**src/rtl/pid_pkg.sv**
```systemverilog
// Shared definitions for the multi-channel PID controller.
// Holds the default widths, the signed saturation helper and the record
// that carries per-sample control flags down the pipeline.
package pid_pkg;

    localparam int unsigned PID_NUM_CH = 4;
    localparam int unsigned PID_DATA_W = 32;
    localparam int unsigned PID_COEF_W = 8;
    localparam int unsigned PID_INT_W  = 40;
    localparam int unsigned PID_OUT_W  = 64;
    localparam logic signed [63:0] PID_INT_LIM = (64'sd1 <<< 39) - 64'sd1;

    // Working width of the saturation helper; every saturated quantity must fit in it.
    localparam int unsigned SAT_W = 128;

    // Control flags that travel alongside the datapath registers of one stage.
    typedef struct packed {
        logic valid;
        logic int_sat;
    } pid_stage_t;

    // Clamp x into [lo, hi].
    function automatic logic signed [SAT_W-1:0] sat_signed(
        input logic signed [SAT_W-1:0] x,
        input logic signed [SAT_W-1:0] lo,
        input logic signed [SAT_W-1:0] hi
    );
        if (x > hi) begin
            return hi;
        end
        if (x < lo) begin
            return lo;
        end
        return x;
    endfunction

endpackage

```
**src/rtl/pid_sat.sv**
```systemverilog
// Parametrised signed saturator.
// Ports:
//   din  - signed input, IN_W bits
//   dout - din clamped to [LO, HI], OUT_W bits (defaults: full OUT_W signed range)
//   sat  - high when clamping changed the value
module pid_sat
    import pid_pkg::*;
#(
    parameter int unsigned IN_W  = 41,
    parameter int unsigned OUT_W = 40,
    parameter logic signed [SAT_W-1:0] HI = {{(SAT_W-OUT_W+1){1'b0}}, {(OUT_W-1){1'b1}}},
    parameter logic signed [SAT_W-1:0] LO = ~HI
) (
    input  logic signed [IN_W-1:0]  din,
    output logic signed [OUT_W-1:0] dout,
    output logic                    sat
);

    logic signed [SAT_W-1:0] wide;
    logic signed [SAT_W-1:0] clip;

    assign wide = SAT_W'(din);
    assign clip = sat_signed(wide, LO, HI);
    assign dout = OUT_W'(clip);
    assign sat  = (clip != wide);

endmodule

```
**src/rtl/pid_mc_controller.sv**
```systemverilog
// Time-multiplexed multi-channel PID controller, 3-stage pipeline.
//   Stage 1: error, integrator update (clamped) and derivative; channel state written.
//   Stage 2: full-precision kp*e, ki*integ, kd*d.
//   Stage 3: sum and clip to OUT_W.
// Ports:
//   clk, rst                 - clock, asynchronous active-high reset
//   in_valid/in_ch           - sample strobe and its channel
//   sig_in, target           - signed measurement and setpoint
//   cfg_we/cfg_ch/cfg_k*     - coefficient write for one channel
//   int_clr                  - per-channel integrator/prev_err clear
//   out_valid/out_ch         - result strobe and its channel
//   ctrl_out/out_sat/int_sat - control output and saturation flags
// Assumes INT_W >= DATA_W so the error fits the integrator adder.
module pid_mc_controller
    import pid_pkg::*;
#(
    parameter int unsigned        NUM_CH  = PID_NUM_CH,
    parameter int unsigned        DATA_W  = PID_DATA_W,
    parameter int unsigned        COEF_W  = PID_COEF_W,
    parameter int unsigned        INT_W   = PID_INT_W,
    parameter logic signed [63:0] INT_LIM = PID_INT_LIM,
    parameter int unsigned        OUT_W   = PID_OUT_W,
    parameter int unsigned        CH_W    = $clog2(NUM_CH)
) (
    input  logic                     clk,
    input  logic                     rst,
    input  logic                     in_valid,
    input  logic [CH_W-1:0]          in_ch,
    input  logic signed [DATA_W-1:0] sig_in,
    input  logic signed [DATA_W-1:0] target,
    input  logic                     cfg_we,
    input  logic [CH_W-1:0]          cfg_ch,
    input  logic signed [COEF_W-1:0] cfg_kp,
    input  logic signed [COEF_W-1:0] cfg_ki,
    input  logic signed [COEF_W-1:0] cfg_kd,
    input  logic [NUM_CH-1:0]        int_clr,
    output logic                     out_valid,
    output logic [CH_W-1:0]          out_ch,
    output logic signed [OUT_W-1:0]  ctrl_out,
    output logic                     out_sat,
    output logic                     int_sat
);

    localparam int unsigned E_W    = DATA_W + 1;
    localparam int unsigned D_W    = DATA_W + 2;
    localparam int unsigned I_W    = INT_W + 1;
    localparam int unsigned PKP_W  = COEF_W + E_W;
    localparam int unsigned PKI_W  = COEF_W + INT_W;
    localparam int unsigned PKD_W  = COEF_W + D_W;
    // kd*d is always wider than kp*e, so only two candidates for the widest product.
    localparam int unsigned PMAX_W = (PKI_W > PKD_W) ? PKI_W : PKD_W;
    localparam int unsigned SUM_W  = PMAX_W + 2;
    localparam logic signed [SAT_W-1:0] ILIM = SAT_W'(INT_LIM);

    // Per-channel state.
    logic signed [COEF_W-1:0] kp_q    [NUM_CH];
    logic signed [COEF_W-1:0] ki_q    [NUM_CH];
    logic signed [COEF_W-1:0] kd_q    [NUM_CH];
    logic signed [INT_W-1:0]  integ_q [NUM_CH];
    logic signed [E_W-1:0]    prev_q  [NUM_CH];

    // Stage 1 combinational.
    logic                    ch_ok;
    logic                    cfg_ok;
    logic                    accept;
    logic                    clr_sel;
    logic [CH_W-1:0]         sel;
    logic signed [INT_W-1:0] integ_cur;
    logic signed [INT_W-1:0] integ_new;
    logic signed [E_W-1:0]   prev_cur;
    logic signed [E_W-1:0]   err;
    logic signed [I_W-1:0]   integ_sum;
    logic signed [D_W-1:0]   diff;
    logic                    integ_clamped;

    assign ch_ok  = ({1'b0, in_ch} < (CH_W+1)'(NUM_CH));
    assign cfg_ok = ({1'b0, cfg_ch} < (CH_W+1)'(NUM_CH));
    assign sel    = ch_ok ? in_ch : '0;
    assign accept = in_valid && ch_ok;

    // A clear in the same cycle as a sample makes the sample start from zero state.
    assign clr_sel   = int_clr[sel];
    assign integ_cur = clr_sel ? '0 : integ_q[sel];
    assign prev_cur  = clr_sel ? '0 : prev_q[sel];

    assign err       = E_W'(target) - E_W'(sig_in);
    assign integ_sum = I_W'(integ_cur) + I_W'(err);
    assign diff      = D_W'(err) - D_W'(prev_cur);

    pid_sat #(
        .IN_W  (I_W),
        .OUT_W (INT_W),
        .HI    (ILIM),
        .LO    (-ILIM)
    ) u_int_clamp (
        .din  (integ_sum),
        .dout (integ_new),
        .sat  (integ_clamped)
    );

    // Channel state: the sample write takes priority over a clear of the same channel.
    always_ff @(posedge clk or posedge rst) begin
        if (rst) begin
            for (int c = 0; c < int'(NUM_CH); c++) begin
                kp_q[c]    <= '0;
                ki_q[c]    <= '0;
                kd_q[c]    <= '0;
                integ_q[c] <= '0;
                prev_q[c]  <= '0;
            end
        end else begin
            for (int c = 0; c < int'(NUM_CH); c++) begin
                if (int_clr[c]) begin
                    integ_q[c] <= '0;
                    prev_q[c]  <= '0;
                end
            end
            if (accept) begin
                integ_q[sel] <= integ_new;
                prev_q[sel]  <= err;
            end
            if (cfg_we && cfg_ok) begin
                kp_q[cfg_ch] <= cfg_kp;
                ki_q[cfg_ch] <= cfg_ki;
                kd_q[cfg_ch] <= cfg_kd;
            end
        end
    end

    // Stage 1 registers; coefficients are the pre-write values.
    pid_stage_t               s1_q;
    logic [CH_W-1:0]          s1_ch_q;
    logic signed [COEF_W-1:0] s1_kp_q;
    logic signed [COEF_W-1:0] s1_ki_q;
    logic signed [COEF_W-1:0] s1_kd_q;
    logic signed [E_W-1:0]    s1_err_q;
    logic signed [INT_W-1:0]  s1_integ_q;
    logic signed [D_W-1:0]    s1_diff_q;

    always_ff @(posedge clk or posedge rst) begin
        if (rst) begin
            s1_q       <= '0;
            s1_ch_q    <= '0;
            s1_kp_q    <= '0;
            s1_ki_q    <= '0;
            s1_kd_q    <= '0;
            s1_err_q   <= '0;
            s1_integ_q <= '0;
            s1_diff_q  <= '0;
        end else begin
            s1_q.valid   <= accept;
            s1_q.int_sat <= accept && integ_clamped;
            if (accept) begin
                s1_ch_q    <= in_ch;
                s1_kp_q    <= kp_q[sel];
                s1_ki_q    <= ki_q[sel];
                s1_kd_q    <= kd_q[sel];
                s1_err_q   <= err;
                s1_integ_q <= integ_new;
                s1_diff_q  <= diff;
            end
        end
    end

    // Stage 2: products.
    pid_stage_t              s2_q;
    logic [CH_W-1:0]         s2_ch_q;
    logic signed [PKP_W-1:0] s2_pkp_q;
    logic signed [PKI_W-1:0] s2_pki_q;
    logic signed [PKD_W-1:0] s2_pkd_q;

    always_ff @(posedge clk or posedge rst) begin
        if (rst) begin
            s2_q     <= '0;
            s2_ch_q  <= '0;
            s2_pkp_q <= '0;
            s2_pki_q <= '0;
            s2_pkd_q <= '0;
        end else begin
            s2_q <= s1_q;
            if (s1_q.valid) begin
                s2_ch_q  <= s1_ch_q;
                s2_pkp_q <= PKP_W'(s1_kp_q) * PKP_W'(s1_err_q);
                s2_pki_q <= PKI_W'(s1_ki_q) * PKI_W'(s1_integ_q);
                s2_pkd_q <= PKD_W'(s1_kd_q) * PKD_W'(s1_diff_q);
            end
        end
    end

    // Stage 3: sum and clip.
    logic signed [SUM_W-1:0] sum;
    logic signed [OUT_W-1:0] sum_clip;
    logic                    sum_sat;

    assign sum = SUM_W'(s2_pkp_q) + SUM_W'(s2_pki_q) + SUM_W'(s2_pkd_q);

    pid_sat #(
        .IN_W  (SUM_W),
        .OUT_W (OUT_W)
    ) u_out_clip (
        .din  (sum),
        .dout (sum_clip),
        .sat  (sum_sat)
    );

    always_ff @(posedge clk or posedge rst) begin
        if (rst) begin
            out_valid <= 1'b0;
            out_ch    <= '0;
            ctrl_out  <= '0;
            out_sat   <= 1'b0;
            int_sat   <= 1'b0;
        end else begin
            out_valid <= s2_q.valid;
            int_sat   <= s2_q.int_sat;
            out_sat   <= s2_q.valid && sum_sat;
            if (s2_q.valid) begin
                out_ch   <= s2_ch_q;
                ctrl_out <= sum_clip;
            end
        end
    end

endmodule
```
**config.mk**
```make
export PLATFORM = sky130hd
export DESIGN_NAME = pid_mc_controller
export DESIGN_NICKNAME = d
export VERILOG_FILES = /design/src/rtl/pid_pkg.sv /design/src/rtl/pid_sat.sv /design/src/rtl/pid_mc_controller.sv
export SDC_FILE = /design/constraint.sdc
export NUM_CORES = 2
export LEC_CHECK = 0
export CELL_PAD_IN_SITES_DETAIL_PLACEMENT = 1
export CELL_PAD_IN_SITES_GLOBAL_PLACEMENT = 1
export CORE_ASPECT_RATIO = 1.5
export CORE_MARGIN = 2
export CORE_UTILIZATION = 43
export DETAILED_ROUTE_END_ITERATION = 16
export GPL_ROUTABILITY_DRIVEN = 0
export GPL_TIMING_DRIVEN = 0
export PLACE_DENSITY_LB_ADDON = 0.1
export SLEW_MARGIN = 20
export SYNTH_ARGS = -nofsm -noshare
export SYNTH_HDL_FRONTEND = slang
export SYNTH_SLANG_ARGS = --single-unit
```
**constraint.sdc**
```tcl
create_clock -name clk -period 29.7 [get_ports clk]
set_input_delay 8.91 -clock clk [delete_from_list [all_inputs] [get_ports clk]]
set_output_delay 8.91 -clock clk [all_outputs]
set_load 0.02 [all_outputs]
```
==> impl_summary.md <==
Outcome
The flow ran to the end, and the final reports show no timing, DRC or antenna violations.

Global route
The total grt overflow is 0. The initial antenna violation count came to 10. The first global-routing pass estimated 361,700 um of wire. The number of global-route vias before repair is roughly 58,000. The maximum number of pins on one net before global-route repair is slightly above 100.

Across every metal layer, demand over resource in global routing totals 0.3008.

STA
The relative slew slack is 0.1981. The final setup skew is between 40 and 50 ps. In the final timing run, aggregate negative setup slack is 0 ps.

At the pin with the least slew margin, the transition time is between 1000 and 1500 ps. Timing would allow up to about 0.056 GHz. Setup repair after global routing left no endpoint under its margin. The final period demand of the worst path is ~18,000 ps.

Setup violations remaining at the end of the flow were counted as 0. The number of hold violations in the final report is 0. The count of final max-slew check failures is 0. Dividing the final minimum period by the clock period gives 0.5987. The smallest setup slack after layout is ~12,000 ps.

Clock tree
The post-CTS clock slew at the launch and capture registers of the worst setup and hold paths is around 60 ps. The library cell used as clock root buffer is sky130_fd_sc_hd__clkbuf_16. The number of buffers inserted for hold repair after clock tree synthesis is 0. The insertion delay of the later-clocked pin in the worst-skew pair is about 740 ps. The longest clock path from root to sink contains 3 buffers.

After clock tree synthesis, the repair step resized 0 gates. After clock tree synthesis, the setup repair step added 0 buffers. The number of clock buffers added by TritonCTS is between 70 and 80. TritonCTS built the clock tree. The number of levels in the clock H-tree is 3. The CTS sink count is 714.

Synthesis
The post-synthesis adder-cell area fraction is 0.2882. The synthesized netlist occupies a cell area of slightly below 0.07 mm^2. After synthesis, the share of cell area in mux cells is 0.08446.

The average instance area after synthesis is 10.14 um^2. The simple-gate area share of the yosys netlist is 0.1385. Of the post-synthesis cell area, the dominant cell type holds 0.2644. Ranked by total cell area, the synthesized netlist is headed by sky130_fd_sc_hd__dfrtp_1 26%, sky130_fd_sc_hd__fa_1 21%, sky130_fd_sc_hd__ha_1 7.5%, sky130_fd_sc_hd__and2_1 5.3%, sky130_fd_sc_hd__inv_1 5.1%. In the synthesized netlist the dominant register cell turns out to be sky130_fd_sc_hd__dfrtp_1. The dominant cell type by area after synthesis is sky130_fd_sc_hd__dfrtp_1.

The share of the synthesized area in compound gates (AO/OA/AOI/OAI) is 0.1235. The post-synthesis sequential element count is approximately 710. The count of distinct cell types in the synthesized netlist is 82. The post-synthesis sequential area ratio is 0.2644.

The number of flops mapped to enable cells by yosys is 0. Of the total synthesized cell area, the portion taken by XOR and XNOR cells is 0.03083. After synthesis, the largest family of logic cells by area is adder cells. The Yosys step of the flow raised 0 warnings. The count of mapped cells out of synthesis is approximately 6,700. The number of nets in the synthesized netlist is about 8,000. Of all flip-flops after synthesis, the portion carrying an async set or reset was 1.000.

Routing
Dividing the detail-routed via count by the number of cells gives between 5 and 6. The initial DRC count is 2,571. The routed layout has roughly 50,000 vias. In the routed design, unresolved DRC markers number 0. In this run the remaining antenna-violating nets after routing total 0.

In the final routed layout, each cell accounts on average for roughly 26 um. For this run, the detailed router's first-pass iteration total came to 5. The detailed-route wire length is 236,800 um.

Worst setup path
In this run the worst path has a maximum fanout of 10. The worst setup path is captured at a flip-flop. The startpoint type of the worst setup path is an input port.

In this run the critical register-to-register path is launched from s1_kd_q[6]$_DFFE_PP0P_. Counting both buffers and inverters, the worst setup path holds a total of 7. In this run the critical register-to-register path is captured at s2_pkd_q[41]$_DFFE_PP0P_. The slack of the worst reg-to-reg path is about 22,000 ps. The largest individual stage delay along the critical path comes from the cell sky130_fd_sc_hd__mux2i_1. The data arrival time of the critical path is ~18,000 ps. The critical path start-end classification is input port to flip-flop. The most numerous cell type found on the critical path is sky130_fd_sc_hd__clkbuf_1. Data on the critical path is required at its endpoint by roughly 30,000 ps. The kind of cell with the highest combined delay on the critical path is compound AO/OA/AOI/OAI gates. The critical path's largest stage delay is between 700 and 800 ps. For the worst flop-to-flop path, the logic depth is 20.

Finish
The multi-input gate area in the final layout is between 0.04 and 0.05 mm^2. The storage element area is ~0.018 mm^2. Of the cells placed in the final design, the portion with a size suffix greater than 1 is 0.08829. From synthesis to final layout, the design area changed by 10.69%. In the final design database the tool counted approximately 8,000 nets. The number of fillers in the final layout is roughly 17,000.

Hold path
The endpoint with the worst hold slack is int_sat$_DFF_PP0_. Along the worst hold path, the cell count comes to 0. The worst hold path begins at s2_q[0]$_DFF_PP0_. The class of the tightest hold or removal check is flip-flop to flip-flop.

Floorplan
The die covers around 0.16 mm^2. In this run the vertical extent of the chip is around 500 um. The count of boundary I/O pins is between 150 and 200. For this configuration, the core starts out at a cell density of 0.4322.

The floorplan step set the die width to about 330 um. The total number of placement rows is 178. The area of the placeable core is about 0.16 mm^2.

Place
The HPWL after detailed placement is about 190,000 um. OpenSTA, run right after detailed placement, puts the worst setup slack at 11,240 ps. The number of buffer cells added on primary ports is ~170.

Flow run
Across the run, the number of max-cap violations was 0.
[metal layers]
metal / global-route usage / vias to the layer above / wire [um]
li1: - / 22880 / -
met1: 0.3422 / 27130 / 91600
met2: 0.5428 / 974 / 120900
met3: 0.02275 / 456 / 6287
met4: 0.1954 / 4 / 18010
met5: 0 / - / 27
[cells by family (layout without fill, tap and decap cells)]
family,after synthesis,after routing
and+or+nand+nor,1737,1737
buffers and inverters,1231,1554
AOI/OAI and AO/OA,1204,1204
adders and majority gates,1129,1129
DFF,714,714
muxes,412,412
xor gates and xnor gates,237,237
other,1,4
[through the flow]
stage                     cell area, um^2  utilization  hold slack [ps]  instances
after floorplan                     67570            -            331.2       6665
after global placement              71820       0.4594            339.2       8901
after detailed placement            72230       0.4620            335.5       8918
after CTS                           74770       0.4783            363.3       9057
after global routing                74790       0.4784            367.2       9059
final                               74790       0.4784            355.8       9061
[Yosys cell counts (18+ instances only)]
| cell | number |
|---|---|
| sky130_fd_sc_hd__a211oi_1 | 38 |
| sky130_fd_sc_hd__a21o_1 | 143 |
| sky130_fd_sc_hd__a21oi_1 | 241 |
| sky130_fd_sc_hd__a221o_1 | 120 |
| sky130_fd_sc_hd__a22o_1 | 51 |
| sky130_fd_sc_hd__a311o_1 | 23 |
| sky130_fd_sc_hd__a31oi_1 | 40 |
| sky130_fd_sc_hd__and2_1 | 575 |
| sky130_fd_sc_hd__and3_1 | 29 |
| sky130_fd_sc_hd__buf_1 | 24 |
| sky130_fd_sc_hd__clkbuf_1 | 259 |
| sky130_fd_sc_hd__dfrtp_1 | 714 |
| sky130_fd_sc_hd__fa_1 | 715 |
| sky130_fd_sc_hd__ha_1 | 406 |
| sky130_fd_sc_hd__inv_1 | 926 |
| sky130_fd_sc_hd__mux2_2 | 305 |
| sky130_fd_sc_hd__mux4_2 | 96 |
| sky130_fd_sc_hd__nand2_1 | 492 |
| sky130_fd_sc_hd__nand2b_1 | 114 |
| sky130_fd_sc_hd__nand3_1 | 55 |
| sky130_fd_sc_hd__nand3b_1 | 122 |
| sky130_fd_sc_hd__nand4_1 | 26 |
| sky130_fd_sc_hd__nor2_1 | 156 |
| sky130_fd_sc_hd__nor2b_1 | 28 |
| sky130_fd_sc_hd__nor3_1 | 48 |
| sky130_fd_sc_hd__o211ai_1 | 22 |
| sky130_fd_sc_hd__o21a_1 | 42 |
| sky130_fd_sc_hd__o21ai_0 | 273 |
| sky130_fd_sc_hd__o21bai_1 | 43 |
| sky130_fd_sc_hd__o2bb2ai_1 | 23 |
| sky130_fd_sc_hd__or3_1 | 18 |
| sky130_fd_sc_hd__xnor2_1 | 170 |
| sky130_fd_sc_hd__xor2_1 | 66 |
[state kept, by name (all words and copies together), names as in the netlist, 2 cells and up]
| name | cells |
|---|---|
| s1_err_q | 33 |
| s1_integ_q | 40 |
| s2_pkd_q | 42 |
| s2_pki_q | 48 |
| kd_q | 32 |
| ctrl_out | 51 |
| s1_ki_q | 8 |
| s1_diff_q | 34 |
| ki_q | 32 |
| s2_q | 2 |
| s1_q | 2 |
| s1_kd_q | 8 |
| s1_ch_q | 2 |
| s2_pkp_q | 41 |
| kp_q | 32 |
| s2_ch_q | 2 |
| s1_kp_q | 8 |
| out_ch | 2 |
| prev_q | 132 |
| integ_q | 160 |
[cells in the final DEF (no fill, tap or decap), drive strengths merged, types with 156 or more instances in the layout]
cell type / n
nor2: 156
a21oi: 246
and2: 575
dfrtp: 714
xnor2: 171
mux2: 305
fa: 715
clkbuf: 364
inv: 928
nand2: 492
ha: 406
o21ai: 280
clkdlybuf4s50: 166
[worst max path at each step]
| stage | startpoint | endpoint | slack [ps] | cells after the start |
|---|---|---|---|---|
| after global placement | rst | s2_pki_q[31]$_DFFE_PP0P_ | -8230 | 2 |
| after CTS | target[0] | integ_q[72]$_DFF_PP0_ | 11920 | 29 |
| after detailed placement | target[0] | integ_q[72]$_DFF_PP0_ | 11240 | 29 |
| final | target[0] | integ_q[142]$_DFF_PP0_ | 11920 | 29 |
| after floorplan | rst | ctrl_out[0]$_DFFE_PP0P_ | 760 | 1 |
| after global routing | target[0] | s1_q[0]$_DFF_PP0_ | 11370 | 29 |
[final cells by class]
type | instances | area share
antenna | 3 | 0.0001004
buffer | 305 | 0.01686
clock buffer | 105 | 0.02839
clock inverter | 34 | 0.005554
inverter | 926 | 0.04657
multi-input combinational | 4720 | 0.6025
sequential | 714 | 0.2389
tap | 2070 | 0.03463
timing repair buffer | 184 | 0.02655
Power is not shown: default switching activity piles up to over one toggle a cycle in this logic, so the estimate is an artifact.
